<file path="src/rtl/sg_arb_pkg.sv">
// sg_arb_pkg: shared state encoding, bus widths and round-robin pick for the SG request arbiter
package sg_arb_pkg;
  localparam int C_ADDR_W = 64;
  localparam int C_LEN_W = 10;
  typedef enum logic [2:0] {IDLE = 3'b001, ISSUE = 3'b010, GAP = 3'b100} state_t;
  typedef struct packed {logic valid; logic [3:0] idx;} pick_t;
  // First set request at or above ptr, wrapping at n-1; scanning downward lets the nearest one win.
  function automatic pick_t rr_pick(input logic [15:0] req, input logic [3:0] ptr, input int n);
    pick_t p;
    logic [3:0] j;
    p = '0;
    for (int k = 15; k >= 0; k--) begin
      j = 4'((int'(ptr) + k) % n);
      if (k < n && req[j]) begin
        p.valid = 1'b1;
        p.idx = j;
      end
    end
    return p;
  endfunction
endpackage

</file>
<file path="src/rtl/sg_arb_tag_fifo.sv">
// sg_arb_tag_fifo: in-order owner tags of requests issued downstream but not yet completed
module sg_arb_tag_fifo #(
  parameter int C_DEPTH = 8,
  parameter int C_W = 2
) (
  input  logic                         CLK,
  input  logic                         RST_N,
  input  logic                         i_push,
  input  logic                         i_pop,
  input  logic [C_W-1:0]               i_din,
  output logic [C_W-1:0]               o_head,
  output logic [$clog2(C_DEPTH+1)-1:0] o_count,
  output logic                         o_empty,
  output logic                         o_full
);
  localparam int C_AW = $clog2(C_DEPTH);
  logic [C_W-1:0] r_mem [C_DEPTH];
  logic [C_AW:0] r_wr, r_rd;
  assign o_count = r_wr - r_rd;
  assign o_empty = r_wr == r_rd;
  assign o_full = o_count == (C_AW + 1)'(C_DEPTH);
  assign o_head = r_mem[r_rd[C_AW-1:0]];
  // Tag storage needs no reset: only slots between the pointers are ever read.
  always_ff @(posedge CLK) begin
    if (i_push) r_mem[r_wr[C_AW-1:0]] <= i_din;
  end
  // Pointers carry an extra MSB so full and empty are distinguishable.
  always_ff @(posedge CLK) begin
    if (!RST_N) begin
      r_wr <= '0;
      r_rd <= '0;
    end else begin
      if (i_push) r_wr <= r_wr + 1'b1;
      if (i_pop) r_rd <= r_rd + 1'b1;
    end
  end
endmodule

</file>
<file path="src/rtl/sg_req_arbiter.sv">
// sg_req_arbiter: round-robin share of one RX-engine read-request port with in-order completion routing
module sg_req_arbiter
  import sg_arb_pkg::*;
#(
  parameter int C_NUM_REQ = 4,
  parameter int C_TAG_DEPTH = 8,
  localparam int C_IDX_WIDTH = $clog2(C_NUM_REQ),
  localparam int C_CNT_WIDTH = $clog2(C_TAG_DEPTH + 1)
) (
  input  logic                          CLK,
  input  logic                          RST_N,
  input  logic [C_NUM_REQ-1:0]          REQ,
  input  logic [C_ADDR_W*C_NUM_REQ-1:0] REQ_ADDR,
  input  logic [C_LEN_W*C_NUM_REQ-1:0]  REQ_LEN,
  output logic [C_NUM_REQ-1:0]          REQ_ACK,
  output logic [C_NUM_REQ-1:0]          REQ_DONE,
  output logic                          RX_REQ,
  output logic [C_ADDR_W-1:0]           RX_ADDR,
  output logic [C_LEN_W-1:0]            RX_LEN,
  input  logic                          RX_REQ_ACK,
  input  logic                          RX_DONE,
  output logic [C_CNT_WIDTH-1:0]        OUTSTANDING,
  output logic                          ERR_UNDERFLOW
);
  state_t r_state, w_next;
  pick_t w_pick;
  logic [C_IDX_WIDTH-1:0] r_ptr, r_grant, w_idx, w_head;
  logic [C_ADDR_W-1:0] r_addr;
  logic [C_LEN_W-1:0] r_len;
  logic r_err, w_start, w_push, w_pop, w_empty, w_full;
  assign w_pick = rr_pick(16'(REQ), 4'(r_ptr), C_NUM_REQ);
  assign w_idx = C_IDX_WIDTH'(w_pick.idx);
  assign w_start = r_state == IDLE && w_pick.valid && !w_full;
  assign w_push = r_state == ISSUE && RX_REQ_ACK;
  assign w_pop = RX_DONE && !w_empty;
  assign RX_REQ = r_state == ISSUE;
  assign RX_ADDR = r_addr;
  assign RX_LEN = r_len;
  assign ERR_UNDERFLOW = r_err;
  assign REQ_ACK = {{(C_NUM_REQ-1){1'b0}}, w_push} << r_grant;
  assign REQ_DONE = {{(C_NUM_REQ-1){1'b0}}, w_pop} << w_head;
  sg_arb_tag_fifo #(.C_DEPTH(C_TAG_DEPTH), .C_W(C_IDX_WIDTH)) u_tags (
    .CLK(CLK),
    .RST_N(RST_N),
    .i_push(w_push),
    .i_pop(w_pop),
    .i_din(r_grant),
    .o_head(w_head),
    .o_count(OUTSTANDING),
    .o_empty(w_empty),
    .o_full(w_full)
  );
  // Next state: grant only with tag room, hold the request until accepted, then one dead cycle.
  always_comb begin
    w_next = r_state;
    case (r_state)
      IDLE: w_next = w_start ? ISSUE : IDLE;
      ISSUE: w_next = RX_REQ_ACK ? GAP : ISSUE;
      default: w_next = IDLE;
    endcase
  end
  // State, grant capture, pointer advance past the winner and sticky underflow flag.
  always_ff @(posedge CLK) begin
    if (!RST_N) begin
      r_state <= IDLE;
      r_ptr <= '0;
      r_grant <= '0;
      r_addr <= '0;
      r_len <= '0;
      r_err <= 1'b0;
    end else begin
      r_state <= w_next;
      if (w_start) begin
        r_grant <= w_idx;
        r_addr <= REQ_ADDR[w_idx * C_ADDR_W +: C_ADDR_W];
        r_len <= REQ_LEN[w_idx * C_LEN_W +: C_LEN_W];
      end
      if (w_push) r_ptr <= (r_grant == C_IDX_WIDTH'(C_NUM_REQ - 1)) ? '0 : r_grant + 1'b1;
      if (RX_DONE && w_empty) r_err <= 1'b1;
    end
  end
endmodule

</file>
<file path="config.mk">
export PLATFORM = sky130hd
export DESIGN_NAME = sg_req_arbiter
export DESIGN_NICKNAME = d
export VERILOG_FILES = /design/src/rtl/sg_arb_pkg.sv /design/src/rtl/sg_arb_tag_fifo.sv /design/src/rtl/sg_req_arbiter.sv
export SDC_FILE = /design/constraint.sdc
export NUM_CORES = 1
export LEC_CHECK = 0
export BUFFER_PORTS_ARGS = -buffer_cell sky130_fd_sc_hd__buf_2
export CORE_AREA = 2 2 151 153
export CTS_CLUSTER_SIZE = 20
export DETAILED_ROUTE_END_ITERATION = 16
export DIE_AREA = 0 0 153 155
export SLEW_MARGIN = 20
export SYNTH_ARGS = -nofsm -noshare
export SYNTH_HDL_FRONTEND = slang
export SYNTH_SLANG_ARGS = --single-unit
export TNS_END_PERCENT = 100
</file>
<file path="constraint.sdc">
create_clock -name CLK -period 2.45 [get_ports CLK]
set_input_delay 0.3675 -clock CLK [delete_from_list [all_inputs] [get_ports CLK]]
set_output_delay 0.3675 -clock CLK [all_outputs]
set_load 0.01 [all_outputs]
</file>
==> impl_metrics.ini <==
[sta]
finalHoldViolCount = 0
fin_crit_sh = 0.949
slew_headroom = 0.458
worst_pin_slew_ps = 811
setup_viol = 0
slew_viol_final = 0
rsz0062_at_grt = no
fin_crit_ps = 2320
fin_worst_skew_ps = 15.0
timing.setup.tns_ps = 0
max_freq_mhz = 430

[drt]
wire_per_inst_um = 20.4
firstDrtPassIters = 12
top_layer = met5
wl_met1_um = 11300
vias_per_cell = 5.79
dr_wl_met3_um = 1570
wl_met2_um = 13700
drc = 0
finalWirelength_um = 27100
antenna_left = 0
route.vias.total = 7711
drtIter0Drc = 966

[clock_network]
cts_sinks = 109
clock_latency_ps = 360
clk_pin_slew_ps = 90
clockBufferDepth = 2
cts_tree = yes
cts_buffers = 9
ctsHtreeMaxLevel = 3
cts-root-buf = clkbuf_16

[setup_path]
max_stage_delay_ps = 420
critical_path_class = reg2out
slowest_stage = dfxtp_1
r2r_setup_slack_ps = 130
path_max_fanout = 13
crit_path_end_kind = output pin
cp.required_ps = 2080
crit_arrival_ps = 1960
cp_num_buf_inv = 3
worstPathCellList = ha_1 > inv_1 > fa_2 > xor2_4 > buf_12 > buf_2
crit_path_start_kind = register
critPathTopFamily = adder cells

[yosys]
seq_area_frac_synth = 0.372
syn_area_um2 = 6300
yosys.area.top_type = dfxtp_1
yosys_register_bits = 109
synth-main-ff-cell = dfxtp_1
synth_cells = 702
ys_top_cells_by_area = dfxtp_1, a222oi_1, o221ai_1
synth_edf_count = 16
yosys_warnings = 0
syn_area_per_cell_um2 = 8.98
synth_cell_types = 45
synth_fp_nets = 1013
async_flop_share = 0
post-synth-top-area-fraction = 0.295

[run_status]
status = finished clean

[die]
die_area_um2 = 23700
placementRows = 55
core_um2 = 22200
die_h_um = 155
die_width_um = 153
io_pins = 392
initial_core_util = 0.284

[run]
maxCapViolCount = 0

[pwr]
comb_power_share = 0.447
p_per_area_nw_per_um2 = 815
p_clk_frac = 0.207
power_switching_uw = 2870
p_int_uw = 4430
leakage_uw = 0.00402
fin_total_pwr_uw = 7300
max-vdd-ir-drop_v = 0.000343
pwr-share-seq = 0.346
switching_share = 0.394

[global_routing]
grt-ovfl-total = 0
grt_usage = 0.214
grt_pass1_wl_um = 40800
grt_pass1_vias = 7178
antenna_found_initial = 3
grt_start_max_net_pins = 90

[cells_and_area]
fill_cells = 2284
nets = 1350
drive_above_1_share = 0.441
fin_util = 0.403
syn2layout_area_growth_pct = 42.1

[place]
hpwlAfterDp_um = 19200
port_buffers = 391
gp_congestion = 0.861

[hold_path]
hold_class = in2reg
## through the flow
stage	setup WS [ps]	cells	cell area, um^2	hold WS (ps)
final	126	1331	8960	257
after global routing	2.20	1331	8960	235
after CTS	0.742	1324	8870	234
after detailed placement	182	1308	8560	448
after global placement	204	1308	8560	450
after floorplan	113	702	6300	476
## Yosys cell counts, types with 2 or more instances
library cell / number
dfxtp_1: 93
nand2_1: 90
o221ai_1: 75
a222oi_1: 74
a31oi_1: 74
clkbuf_1: 74
or4_1: 72
buf_2: 17
edfxtp_1: 16
nor2_1: 14
inv_1: 9
a21oi_1: 8
nor3_1: 8
and2_1: 7
ha_1: 6
o21ai_0: 6
mux2i_1: 4
mux4_2: 4
nand2b_1: 4
o21a_1: 4
xnor2_1: 4
a21boi_0: 3
and3_1: 3
buf_6: 3
or3_1: 3
xor2_1: 3
buf_4: 2
nand3_1: 2
nor2b_1: 2
nor3b_1: 2
nor4_1: 2
## registers in the layout, indices dropped and copies added, names as in the netlist, named ones only
| register | cells |
|---|---|
| RX_ADDR | 64 |
| RX_LEN | 10 |
| r_grant | 2 |
| r_state | 3 |
| u_tags.r_rd | 4 |
| u_tags.r_mem | 16 |
| u_tags.r_wr | 4 |
| ERR_UNDERFLOW | 1 |
| r_ptr | 2 |
## timing repair
action / in CTS / in global routing
hold buffers: 0 / 0
buffers inserted: 0 / 4
endpoints found under the setup margin: 0 / 15
resized for setup: 0 / 10
## cells by family after synthesis
family / after synthesis / synth area share
multiplexers: 8 / 0.0206
adder cells (fa/ha/maj): 7 / 0.0151
flip-flops: 109 / 0.372
AND/OR/NAND/NOR: 214 / 0.188
AO/OA/AOI/OAI: 251 / 0.324
XOR/XNOR: 7 / 0.00973
buffers and inverters: 106 / 0.0713
## cells in the final DEF, fill, tap and decap left out, drive strengths merged, types with 4 or more instances in the layout
cell type    n
o21a         4
nor2        14
a31oi       74
xnor2        4
a222oi      74
edfxtp      16
nor3         8
and2         7
nand2       90
ha           6
dfxtp       93
nand2b       5
clkinv       5
or4         72
mux2i        4
mux4         4
a21oi        8
inv         12
o221ai      75
buf        421
o21ai        6
clkbuf      10
## tightest hold or removal path, cell delays in order
cell	delay, ps
buf_2	100
nand2_1	50
a31oi_1	60
## metal layers
metal,vias to the layer above,track usage
met5,-,0
met2,342,0.370
met1,3698,0.274
met4,2,0.0653
li1,3626,-
met3,43,0.0384
## path summary, 6_finish.rpt
check                               from                         end  cells after the start
max          u_tags.r_rd[0]$_SDFFE_PN0P_              OUTSTANDING[2]                      6
min                        REQ_ADDR[157]    RX_ADDR[29]$_SDFFE_PN0N_                      3
max reg2reg  u_tags.r_rd[0]$_SDFFE_PN0P_    RX_ADDR[18]$_SDFFE_PN0N_                      9
min reg2reg   ERR_UNDERFLOW$_SDFFE_PN0P_  ERR_UNDERFLOW$_SDFFE_PN0P_                      1
## final cells by class
cell class | count | area (um^2) | area share
Inverter | 10 | 37.5 | 0.00419
Tap cell | 285 | 357 | 0.0398
Timing Repair Buffer | 422 | 2310 | 0.258
Clock buffer | 9 | 225 | 0.0251
Clock inverter | 7 | 77.6 | 0.00866
Antenna cell | 2 | 5.00 | 0.000559
Sequential cell | 109 | 2350 | 0.262
Multi-Input combinational cell | 487 | 3600 | 0.401
## power by group through the flow
stage	Sequential, uW	Combinational (uW)	Clock, uW
after floorplan	2720	1770	0
after global placement	2540	3220	0
after detailed placement	2560	3240	0
after CTS	2520	3250	1560
after global routing	2590	3560	1630
final	2530	3260	1510
Note: power is estimated with default switching activity, not from simulation.
